`config.mk`:
```
export PLATFORM = sky130hd
export DESIGN_NAME = stackcalc_param_flat
export DESIGN_NICKNAME = d
export VERILOG_FILES = /design/src/rtl/stackcalc_param_if.sv /design/src/rtl/stackcalc_param.sv /design/src/flat_wrapper.sv
export SDC_FILE = /design/constraint.sdc
export NUM_CORES = 1
export LEC_CHECK = 0
export BUFFER_PORTS_ARGS = -buffer_cell sky130_fd_sc_hd__buf_2
export CAP_MARGIN = 0
export CORE_UTILIZATION = 45
export DETAILED_ROUTE_END_ITERATION = 16
export PLACE_DENSITY = 0.68
export SYNTH_ARGS = -nofsm -noshare
export SYNTH_HDL_FRONTEND = slang
export SYNTH_SLANG_ARGS = --single-unit
```
`constraint.sdc`:
```
create_clock -name clk -period 6.4 [get_ports clk]
set_clock_uncertainty 0.1 [all_clocks]
set_input_delay 0.96 -clock clk [delete_from_list [all_inputs] [get_ports clk]]
set_output_delay 0.96 -clock clk [all_outputs]
set_load 0.005 [all_outputs]
```
`src/rtl/stackcalc_param_if.sv`:
```
// Op request channel of the stack calculator: valid/ready handshake with opcode and operand.
interface stackcalc_param_if #(
   parameter int WIDTH = 8
);
   logic             op_valid;
   logic [2:0]       op;
   logic [WIDTH-1:0] op_data;
   logic             op_ready;

   modport master (
      output op_valid,
      output op,
      output op_data,
      input  op_ready
   );

   modport slave (
      input  op_valid,
      input  op,
      input  op_data,
      output op_ready
   );
endinterface

```
`src/rtl/stackcalc_param.sv`:
```
// Parameterised RPN stack calculator with a multiplexed hex 7-segment readout of top-of-stack.
// Define STACKCALC_MUL_EN to enable opcode 110 (MUL); otherwise it is treated as an illegal op.
module stackcalc_param #(
   parameter int WIDTH     = 8,
   parameter int DEPTH     = 8,
   parameter int MAX_COUNT = 10000000
) (
   input  logic              clk,
   input  logic              rst,
   stackcalc_param_if.slave  bus,
   output logic [WIDTH-1:0]  top,
   output logic [6:0]        count,
   output logic              full,
   output logic              empty,
   output logic              err,
   output logic [6:0]        segments,
   output logic [1:0]        digit
);

   localparam int AW = $clog2(DEPTH);
   localparam int PW = (MAX_COUNT > 1) ? $clog2(MAX_COUNT) : 1;
   localparam logic [PW-1:0] PRESC_LAST = PW'(MAX_COUNT - 1);
   localparam logic [1:0]    DIGIT_LAST = 2'(WIDTH / 4 - 1);
   localparam logic [6:0]    SEG_DASH   = 7'b1000000;
   localparam logic [6:0]    SEG_ERR    = 7'b1111001;

   typedef enum logic [2:0] {
      OP_PUSH = 3'b000,
      OP_POP  = 3'b001,
      OP_ADD  = 3'b010,
      OP_SUB  = 3'b011,
      OP_DUP  = 3'b100,
      OP_SWAP = 3'b101,
      OP_MUL  = 3'b110,
      OP_CLR  = 3'b111
   } op_e;

   typedef enum logic {
      ST_RUN,
      ST_STALL
   } state_e;

   state_e state, state_next;

   logic [WIDTH-1:0] mem [DEPTH];
   logic [6:0]       count_q, count_next;
   logic             err_q, err_next;
   logic [PW-1:0]    presc;
   logic [1:0]       digit_q;

   op_e              opc;
   logic             ready;
   logic             accept;
   logic             set_err;
   logic             binop;
   logic             has1, has2, is_full;
   logic [AW-1:0]    ptr_free, ptr_t, ptr_n;
   logic [WIDTH-1:0] val_t, val_n, alu;

   logic             we_a, we_b;
   logic [AW-1:0]    addr_a, addr_b;
   logic [WIDTH-1:0] data_a, data_b;

   logic [3:0]       nibble;
   logic [6:0]       glyph;

   assign opc    = op_e'(bus.op);
   assign ready  = (state == ST_RUN);
   assign accept = bus.op_valid && ready;
   assign bus.op_ready = ready;

   // Pointers wrap modulo 2^AW, which is harmless: count alone decides which entries are live.
   assign ptr_free = count_q[AW-1:0];
   assign ptr_t    = ptr_free - AW'(1);
   assign ptr_n    = ptr_free - AW'(2);
   assign val_t    = mem[ptr_t];
   assign val_n    = mem[ptr_n];

   assign has1    = (count_q != 7'd0);
   assign has2    = (count_q > 7'd1);
   assign is_full = (count_q == 7'(DEPTH));

   // Binary ops all consume T and N and write the result into N's slot.
   always_comb begin
      // NOTE: every output of a combinational block gets a default first so no latch is inferred.
      alu   = val_n + val_t;
      binop = 1'b0;
      case (opc)
         OP_ADD: binop = 1'b1;
         OP_SUB: begin
            alu   = val_n - val_t;
            binop = 1'b1;
         end
`ifdef STACKCALC_MUL_EN
         OP_MUL: begin
            alu   = WIDTH'(val_n * val_t);
            binop = 1'b1;
         end
`endif
         default: ;
      endcase
   end

   always_comb begin
      count_next = count_q;
      err_next   = err_q;
      set_err    = 1'b0;
      we_a       = 1'b0;
      we_b       = 1'b0;
      addr_a     = ptr_free;
      addr_b     = ptr_n;
      data_a     = bus.op_data;
      data_b     = val_t;
      if (accept) begin
         if (binop) begin
            if (!has2) begin
               set_err = 1'b1;
            end else begin
               we_a       = 1'b1;
               addr_a     = ptr_n;
               data_a     = alu;
               count_next = count_q - 7'd1;
            end
         end else begin
            case (opc)
               OP_PUSH: begin
                  if (is_full) begin
                     set_err = 1'b1;
                  end else begin
                     we_a       = 1'b1;
                     count_next = count_q + 7'd1;
                  end
               end
               OP_POP: begin
                  if (!has1) set_err = 1'b1;
                  else       count_next = count_q - 7'd1;
               end
               OP_DUP: begin
                  if (!has1 || is_full) begin
                     set_err = 1'b1;
                  end else begin
                     we_a       = 1'b1;
                     data_a     = val_t;
                     count_next = count_q + 7'd1;
                  end
               end
               OP_SWAP: begin
                  if (!has2) begin
                     set_err = 1'b1;
                  end else begin
                     we_a   = 1'b1;
                     addr_a = ptr_t;
                     data_a = val_n;
                     we_b   = 1'b1;
                     addr_b = ptr_n;
                     data_b = val_t;
                  end
               end
               OP_CLR:  count_next = 7'd0;
               default: set_err = 1'b1;
            endcase
         end
         err_next = (opc == OP_CLR) ? 1'b0 : (err_q | set_err);
      end
   end

   // A faulting op costs one dead cycle on the request channel.
   always_comb begin
      state_next = ST_RUN;
      if (accept && set_err) state_next = ST_STALL;
   end

   always_ff @(posedge clk or negedge rst) begin
      if (!rst) begin
         // NOTE: sequential state is written with non-blocking assignments so all registers update together.
         state   <= ST_RUN;
         count_q <= 7'd0;
         err_q   <= 1'b0;
      end else begin
         state   <= state_next;
         count_q <= count_next;
         err_q   <= err_next;
      end
   end

   // NOTE: stack storage has no reset; entries above count are invisible, so clearing them buys nothing.
   always_ff @(posedge clk) begin
      if (we_a) mem[addr_a] <= data_a;
      if (we_b) mem[addr_b] <= data_b;
   end

   always_ff @(posedge clk or negedge rst) begin
      if (!rst) begin
         presc   <= '0;
         digit_q <= 2'd0;
      end else if (presc == PRESC_LAST) begin
         presc   <= '0;
         digit_q <= (digit_q == DIGIT_LAST) ? 2'd0 : digit_q + 2'd1;
      end else begin
         presc <= presc + PW'(1);
      end
   end

   function automatic logic [6:0] hex_glyph(input logic [3:0] n);
      case (n)
         4'h0: hex_glyph = 7'b0111111;
         4'h1: hex_glyph = 7'b0000110;
         4'h2: hex_glyph = 7'b1011011;
         4'h3: hex_glyph = 7'b1001111;
         4'h4: hex_glyph = 7'b1100110;
         4'h5: hex_glyph = 7'b1101101;
         4'h6: hex_glyph = 7'b1111101;
         4'h7: hex_glyph = 7'b0000111;
         4'h8: hex_glyph = 7'b1111111;
         4'h9: hex_glyph = 7'b1101111;
         4'hA: hex_glyph = 7'b1110111;
         4'hB: hex_glyph = 7'b1111100;
         4'hC: hex_glyph = 7'b0111001;
         4'hD: hex_glyph = 7'b1011110;
         4'hE: hex_glyph = 7'b1111001;
         default: hex_glyph = 7'b1110001;
      endcase
   endfunction

   assign top    = has1 ? val_t : '0;
   assign nibble = 4'(top >> {digit_q, 2'b00});
   assign glyph  = hex_glyph(nibble);

   always_comb begin
      segments = glyph;
      if (err_q)      segments = SEG_ERR;
      else if (!has1) segments = SEG_DASH;
   end

   assign count = count_q;
   assign full  = is_full;
   assign empty = !has1;
   assign err   = err_q;
   assign digit = digit_q;

endmodule

```
`src/flat_wrapper.sv`:
```
// flat-port wrapper written by rule: the top's interface ports become plain ports
module stackcalc_param_flat 
#(
   parameter int WIDTH     = 8,
   parameter int DEPTH     = 8,
   parameter int MAX_COUNT = 10000000
)
  (clk, rst, top, count, full, empty, err, segments, digit, bus_op_valid, bus_op, bus_op_data, bus_op_ready);
  stackcalc_param_if #(.WIDTH(WIDTH)) bus_i ();
  input  logic clk;
  input  logic rst;
  output logic [WIDTH-1:0] top;
  output logic [6:0] count;
  output logic full;
  output logic empty;
  output logic err;
  output logic [6:0] segments;
  output logic [1:0] digit;
  input wire logic [$bits(bus_i.op_valid)-1:0] bus_op_valid;
  input wire logic [$bits(bus_i.op)-1:0] bus_op;
  input wire logic [$bits(bus_i.op_data)-1:0] bus_op_data;
  output wire logic [$bits(bus_i.op_ready)-1:0] bus_op_ready;
  assign bus_i.op_valid = bus_op_valid;
  assign bus_i.op = bus_op;
  assign bus_i.op_data = bus_op_data;
  assign bus_op_ready = bus_i.op_ready;
  stackcalc_param #(.WIDTH(WIDTH), .DEPTH(DEPTH), .MAX_COUNT(MAX_COUNT)) u_core (.clk(clk), .rst(rst), .bus(bus_i), .top(top), .count(count), .full(full), .empty(empty), .err(err), .segments(segments), .digit(digit));
endmodule
```
# After elaboration in Yosys (flattened, before gate mapping)
# Memory sizes are Yosys's and may differ from the RTL's.
# Index checks and enable logic that the tools add are counted.
classes:
  add_sub_neg: 8
  n_lt_le_gt_ge: 1
  n_eq_ne: 13
  shift: 1
  n_mux: 47
  n_bitwise: 2
  n_reduce_logical: 9
op_table:
  columns: ["op", "n"]
  rows:
  - ["8-bit 2-to-1 mux", 7]
  - ["7-bit 2-to-1 mux", 7]
  - ["7-bit case mux with 4 select lines", 1]
  - ["24-bit by 1-bit adder with 24-bit output (second input constant)", 1]
  - ["24-bit equality test (second input constant)", 1]
  - ["24-bit 2-to-1 mux", 1]
  - ["1-bit 2-to-1 mux", 22]
  - ["8-bit case mux with 2 select lines", 1]
  - ["3-bit 2-to-1 mux", 5]
  - ["3-bit equality test (second input constant)", 3]
  - ["8-bit adder", 1]
  - ["8-bit by 4-bit right shift with 4-bit output", 1]
  - ["8-bit subtractor", 1]
  - ["7-bit by 1-bit adder with 7-bit output (second input constant)", 1]
  - ["7-bit by 4-bit equality test with 1-bit output (second input constant)", 1]
  - ["7-bit by 1-bit greater-than comparator with 1-bit output (second input constant)", 1]
  - ["7-bit nonzero test", 1]
  - ["7-bit by 1-bit subtractor with 7-bit output (second input constant)", 1]
  - ["3-bit by 2-bit equality test with 1-bit output (second input constant)", 2]
  - ["3-bit by 2-bit != test with 1-bit output (second input constant)", 2]
  - ["6-bit AND reduction", 1]
  - ["1-bit case mux with 5 select lines", 1]
  - ["5-bit nonzero test", 1]
  - ["3-bit by 1-bit equality test with 1-bit output (second input constant)", 1]
  - ["15 further kinds", 16]
word_totals:
  regBits: 35
  mem_bits_rw: 64
  rom_bits: 112
  in_bits: 14
  elab_cells: 88
  n_memories: 2
memory_table:
  columns: ["memory", "depth", "width", "read_ports", "rd_ports_with_merged_regs", "write_ports", "line", "rtl"]
  rows:
  - ["(no name shown)", 16, 7, 1, 0, 0, "stackcalc_param.sv:205", "case (n)"]
  - ["u_core.mem", 8, 8, 2, 0, 2, "stackcalc_param.sv:45", "logic [WIDTH-1:0] mem [DEPTH];"]

# Logic depth before layout (Yosys ltp)
depth:
  depth_word: 10
  ltp_mapped: 22
  mapped_depth_nobuf: 17

# Worst setup path before layout
# Ideal clock, no wire load.
synth_timing:
  kind: "register -> register"
  startpoint: "register u_core.count_q[1] (netlist: u_core.count[1])"
  endpoint: "memory u_core.mem[5][7], data pin"
  setup_ns: 0.283
  arrival_ns: 5.419
  required_time_ns: 6.017
  path_slack_ns: 0.598
  path_stages_with_launch: 22
  n_path_buf: 5
  cell_sequence: "dfrtp_1 > buf_1 > clkbuf_1 > inv_1 > ha_1 > clkbuf_1 > clkbuf_1 > mux2_2 > mux2_2 > mux2i_1 > clkbuf_1 > ha_1 > a21oi_1 > ha_1 > nor2b_1 > o21ai_0 > a21boi_0 > o21a_1 > o211ai_1 > a21oi_1 > o31ai_4 > mux2i_1"
synth_lines:
  columns: ["element", "line", "rtl"]
  rows:
  - ["from (decl)", "stackcalc_param.sv:46", "logic [6:0] count_q, count_next;"]
  - ["from (signal assigned)", "stackcalc_param.sv:181", "count_q <= count_next;"]
  - ["to (decl)", "stackcalc_param.sv:45", null]

# Final worst setup path
layout_timing:
  startpoint: "register u_core.count_q[0] (netlist: u_core.count[0])"
  endpoint: "output port segments[3]"
layout_between:
  elab_chain_len: 7
layout_rtl:
  columns: ["element", "line", "rtl"]
  rows:
  - ["3-bit by 1-bit subtractor with 3-bit output", "stackcalc_param.sv:74", "assign ptr_t = ptr_free - AW'(1);"]
  - ["memory read 8 x 8 bit", null, null]
  - ["8-bit 2-to-1 mux", "stackcalc_param.sv:225", "assign top = has1 ? val_t : '0;"]
  - ["8-bit by 4-bit right shift with 4-bit output", "stackcalc_param.sv:226", "assign nibble = 4'(top >> {digit_q, 2'b00});"]
  - ["memory read 16 x 7 bit", null, null]
  - ["7-bit 2-to-1 mux *", "stackcalc_param.sv:232", "else if (!has1) segments = SEG_DASH;"]
  - ["7-bit 2-to-1 mux *", "stackcalc_param.sv:231", "if (err_q) segments = SEG_ERR;"]
  - ["to (decl)", "flat_wrapper.sv:17", "output logic [6:0] segments;"]
# Mark *: on every way between the ends. The rest lies on a longest branch, timed or not.

==> load_flow_metrics.sql <==
INSERT INTO impl_metrics (metric_group, metric, value, unit) VALUES
('sta', 'timing_max_transition_violations_final', '0', ''),
('critical_path', 'endpoint_kind', 'output port', ''),
('clocking', 'cts_num_sinks', '99', ''),
('clocking', 'cts_repair_resize_count', '0', ''),
('layout', 'final_nets', '720', ''),
('sta', 'setup_tns', '0', 'ps'),
('sta', 'final-hold-violation-count', '0', ''),
('critical_path', 'critical_path_peak_fanout', '12', ''),
('clocking', 'htreeDepth', '3', ''),
('drt', 'detail_route.drc_violations', '0', ''),
('critical_path', 'critical_r2r_capture', 'u_core.mem[4][7]$_DFFE_PP_', ''),
('critical_path', 'reg2reg_depth', '17', ''),
('layout', 'synthToLayoutAreaGrowth', '10.7', '%'),
('synthesis', 'synth_area_leader_cell', 'sky130_fd_sc_hd__edfxtp_1', ''),
('drt', 'drt_pass1_iterations', '5', ''),
('global_routing', 'grt_pass1_vias', '5406', ''),
('synthesis', 'post-synth-top-area-fraction', '27.1', '%'),
('synthesis', 'postSynth.asyncResetShare', '35.4', '%'),
('layout', 'final.fill_count', '1330', ''),
('layout', 'fin_area', '7850', 'um2'),
('critical_path', 'path_cells', 'inv_2 > ha_1 > xnor2_2 > buf_4 > mux2_4 > or4_1 > nor2_1 > a21oi_1 > nor2_1 > inv_1 > ha_1 > inv_1 > mux4_2 > o21bai_1 > buf_2', ''),
('drt', 'initialDrtViolationCount', '571', ''),
('global_routing', 'globalRouteOverflowTotal', '0', ''),
('power', 'vdd.ir_drop.worst', '0.000331', 'V'),
('drt', 'vias', '5569', ''),
('critical_path', 'delay_of_the_slowest_cell_on_the_worst_path', '750', 'ps'),
('critical_path', 'worst_path_dominant_cell_family', 'simple AND/OR/NAND/NOR gates', ''),
('place', 'finalWeightedCongestion', '0.931', ''),
('power', 'lkg_pwr', '3.39', 'nW'),
('worst_hold_path', 'hp-start', 'u_core.presc[11]$_DFF_PN0_', ''),
('synthesis', 'synth_warnings', '0', ''),
('global_routing', 'first_pass_grt_wire_length', '30000', 'um'),
('clocking', 'clock_tree.buffer_depth', '2', ''),
('status', 'run_status', 'finished, final reports clean', ''),
('clocking', 'cell_at_the_root_of_the_clock_tree', 'sky130_fd_sc_hd__clkbuf_16', ''),
('synthesis', 'avgSynthCellArea', '10.9', 'um2'),
('sta', 'grt_setup_unrepaired', 'no', ''),
('clocking', 'cts_setup_buffers', '0', ''),
('synthesis', 'synth.cells.most_frequent', 'sky130_fd_sc_hd__mux2i_1, sky130_fd_sc_hd__edfxtp_1, sky130_fd_sc_hd__nor2_1', ''),
('critical_path', 'cpMaxStageDelayCell', 'sky130_fd_sc_hd__or4_1', ''),
('clocking', 'tritoncts_clock_tree', 'yes', ''),
('place', 'post_dp_cell_area', '7530', 'um2'),
('synthesis', 'synthesis.instances', '651', ''),
('sta', 'worst-slew-pin-transition', '1040', 'ps'),
('global_routing', 'grt_max_degree', '43', ''),
('synthesis', 'ys_seq_elements', '99', ''),
('power', 'powerDensity', '614', 'nW/um2'),
('synthesis', 'synth-seq-area-share', '39.4', '%'),
('drt', 'ant_nets', '0', ''),
('die', 'core_region_area', '15300', 'um2'),
('synthesis', 'synthDistinctLibCells', '66', ''),
('critical_path', 'kind_of_critical_path', 'flip-flop to output port', ''),
('drt', 'vias_per_cell', '6.20', ''),
('place', 'buffer_ports.inserted', '41', ''),
('layout', 'drive_gt1_share', '18.6', '%'),
('layout', 'regArea', '2800', 'um2'),
('clocking', 'worstSkewPairLatency', '370', 'ps'),
('synthesis', 'syn_area', '7090', 'um2'),
('layout', 'multiInputGateArea', '4080', 'um2'),
('worst_hold_path', 'min_path_type', 'flip-flop to flip-flop', ''),
('sta', 'min_period', '5830', 'ps'),
('power', 'power.total', '4.82', 'mW'),
('flow_run', 'cap_viol_max_count', '0', ''),
('critical_path', 'worst-path-buf-inv', '5', ''),
('synthesis', 'postSynth.topFlopCell', 'sky130_fd_sc_hd__edfxtp_1', ''),
('die', 'fp-row-count', '45', ''),
('critical_path', 'r2r_start', 'u_core.count[0]$_DFFE_PN0P_', ''),
('synthesis', 'synth.most_common_cell', 'sky130_fd_sc_hd__mux2i_1', ''),
('die', 'initial_core_util', '46.3', '%'),
('global_routing', 'grt_antenna_before_repair', '0', ''),
('sta', 'finalSetupViolations', '0', '');
layer usage:
layer	part of all wire (%)	GRT usage, %	up-vias
met5	0	0	-
met4	2.7	11.4	0
met3	6.5	2.81	35
met2	48	40.6	254
met1	43	32.8	2736
li1	-	-	2544
state kept, by name, indices dropped and copies added (netlist names):
name and cells:
u_core.count 7, u_core.digit 2, u_core.state 1, u_core.err 1, u_core.presc 24, u_core.mem 64
cell families (layout without fill, tap and decap cells):
group	Yosys count	in the layout	share of synthesized area [%]
buffers and inverters	53	89	3.09
xor gates and xnor gates	35	35	4.43
muxes	130	130	23.4
and+or+nand+nor	185	185	12.8
adders and majority gates	24	24	4.34
DFF	99	99	39.4
AOI/OAI and AO/OA	125	125	12.4
placed cells by master, fill, tap and decap left out, drive strengths merged, types with 3 or more instances in the layout:
master	n
nor4b	3
and3	9
mux2i	88
mux2	15
or3	3
xor2	16
xnor2	19
buf	58
clkinv	3
nor2b	11
a21boi	3
nor3	11
nand4	5
mux4	27
nand2	42
a221oi	7
ha	23
a22oi	3
a31oi	7
and2	7
a21o	4
nand3	16
dfrtp	35
clkbuf	10
nor4	3
nand3b	3
a21oi	29
o21ai	24
o31ai	11
edfxtp	64
nor2	55
inv	18
o22ai	11
o211ai	3
o221ai	3
nor3b	6
nand2b	7
power breakdown:
group          internal, mW  leakage (nW)  total, mW  switching, mW
registers             0.817          1.04      0.884         0.0676
logic                  1.41          2.19       3.36           1.95
clock network         0.303         0.158      0.581          0.279
metrics by stage:
| step | hold slack, ps | instances | worst slack [ps] | utilization [%] |
|---|---|---|---|---|
| 2_1_floorplan | 355 | 651 | 598 | - |
| 3_3_place_gp | 369 | 882 | 1170 | 49.2 |
| 4_1_cts | 390 | 898 | 575 | 51.3 |
| 5_1_grt | 410 | 898 | 319 | 51.3 |
| 3_5_place_dp | 377 | 882 | 993 | 49.2 |
| 6_report | 386 | 898 | 574 | 51.3 |
worst register-to-register path: cells and delay by family (launching register included):
| family | cells | cell delay, ps |
|---|---|---|
| buffers and inverters | 2 | 450 |
| adders and majority gates | 2 | 670 |
| and+or+nand+nor | 2 | 190 |
| xor gates and xnor gates | 1 | 630 |
| DFF | 1 | 420 |
| AOI/OAI and AO/OA | 7 | 1830 |
| muxes | 3 | 950 |
how the worst max path moves through the flow:
stage                                start                    endpoint  depth (start not counted)
5_1_grt        u_core.count[0]$_DFFE_PN0P_                 segments[3]                         15
3_5_place_dp   u_core.count[0]$_DFFE_PN0P_                 segments[3]                         15
4_1_cts        u_core.count[0]$_DFFE_PN0P_                 segments[3]                         15
6_report       u_core.count[0]$_DFFE_PN0P_                 segments[3]                         15
2_1_floorplan  u_core.count[1]$_DFFE_PN0P_  u_core.mem[5][7]$_DFFE_PP_                         21
3_3_place_gp   u_core.count[0]$_DFFE_PN0P_                 segments[3]                         15
area by class of cell:
| class | instances | share of cell area [%] |
|---|---|---|
| Multi-Input combinational cell | 499 | 51.9 |
| Clock inverter | 6 | 0.924 |
| Inverter | 15 | 0.717 |
| Tap cell | 211 | 3.36 |
| Clock buffer | 10 | 3.19 |
| Timing Repair Buffer | 58 | 4.24 |
| Sequential cell | 99 | 35.7 |
Note: power is estimated with default switching activity, not from simulation.
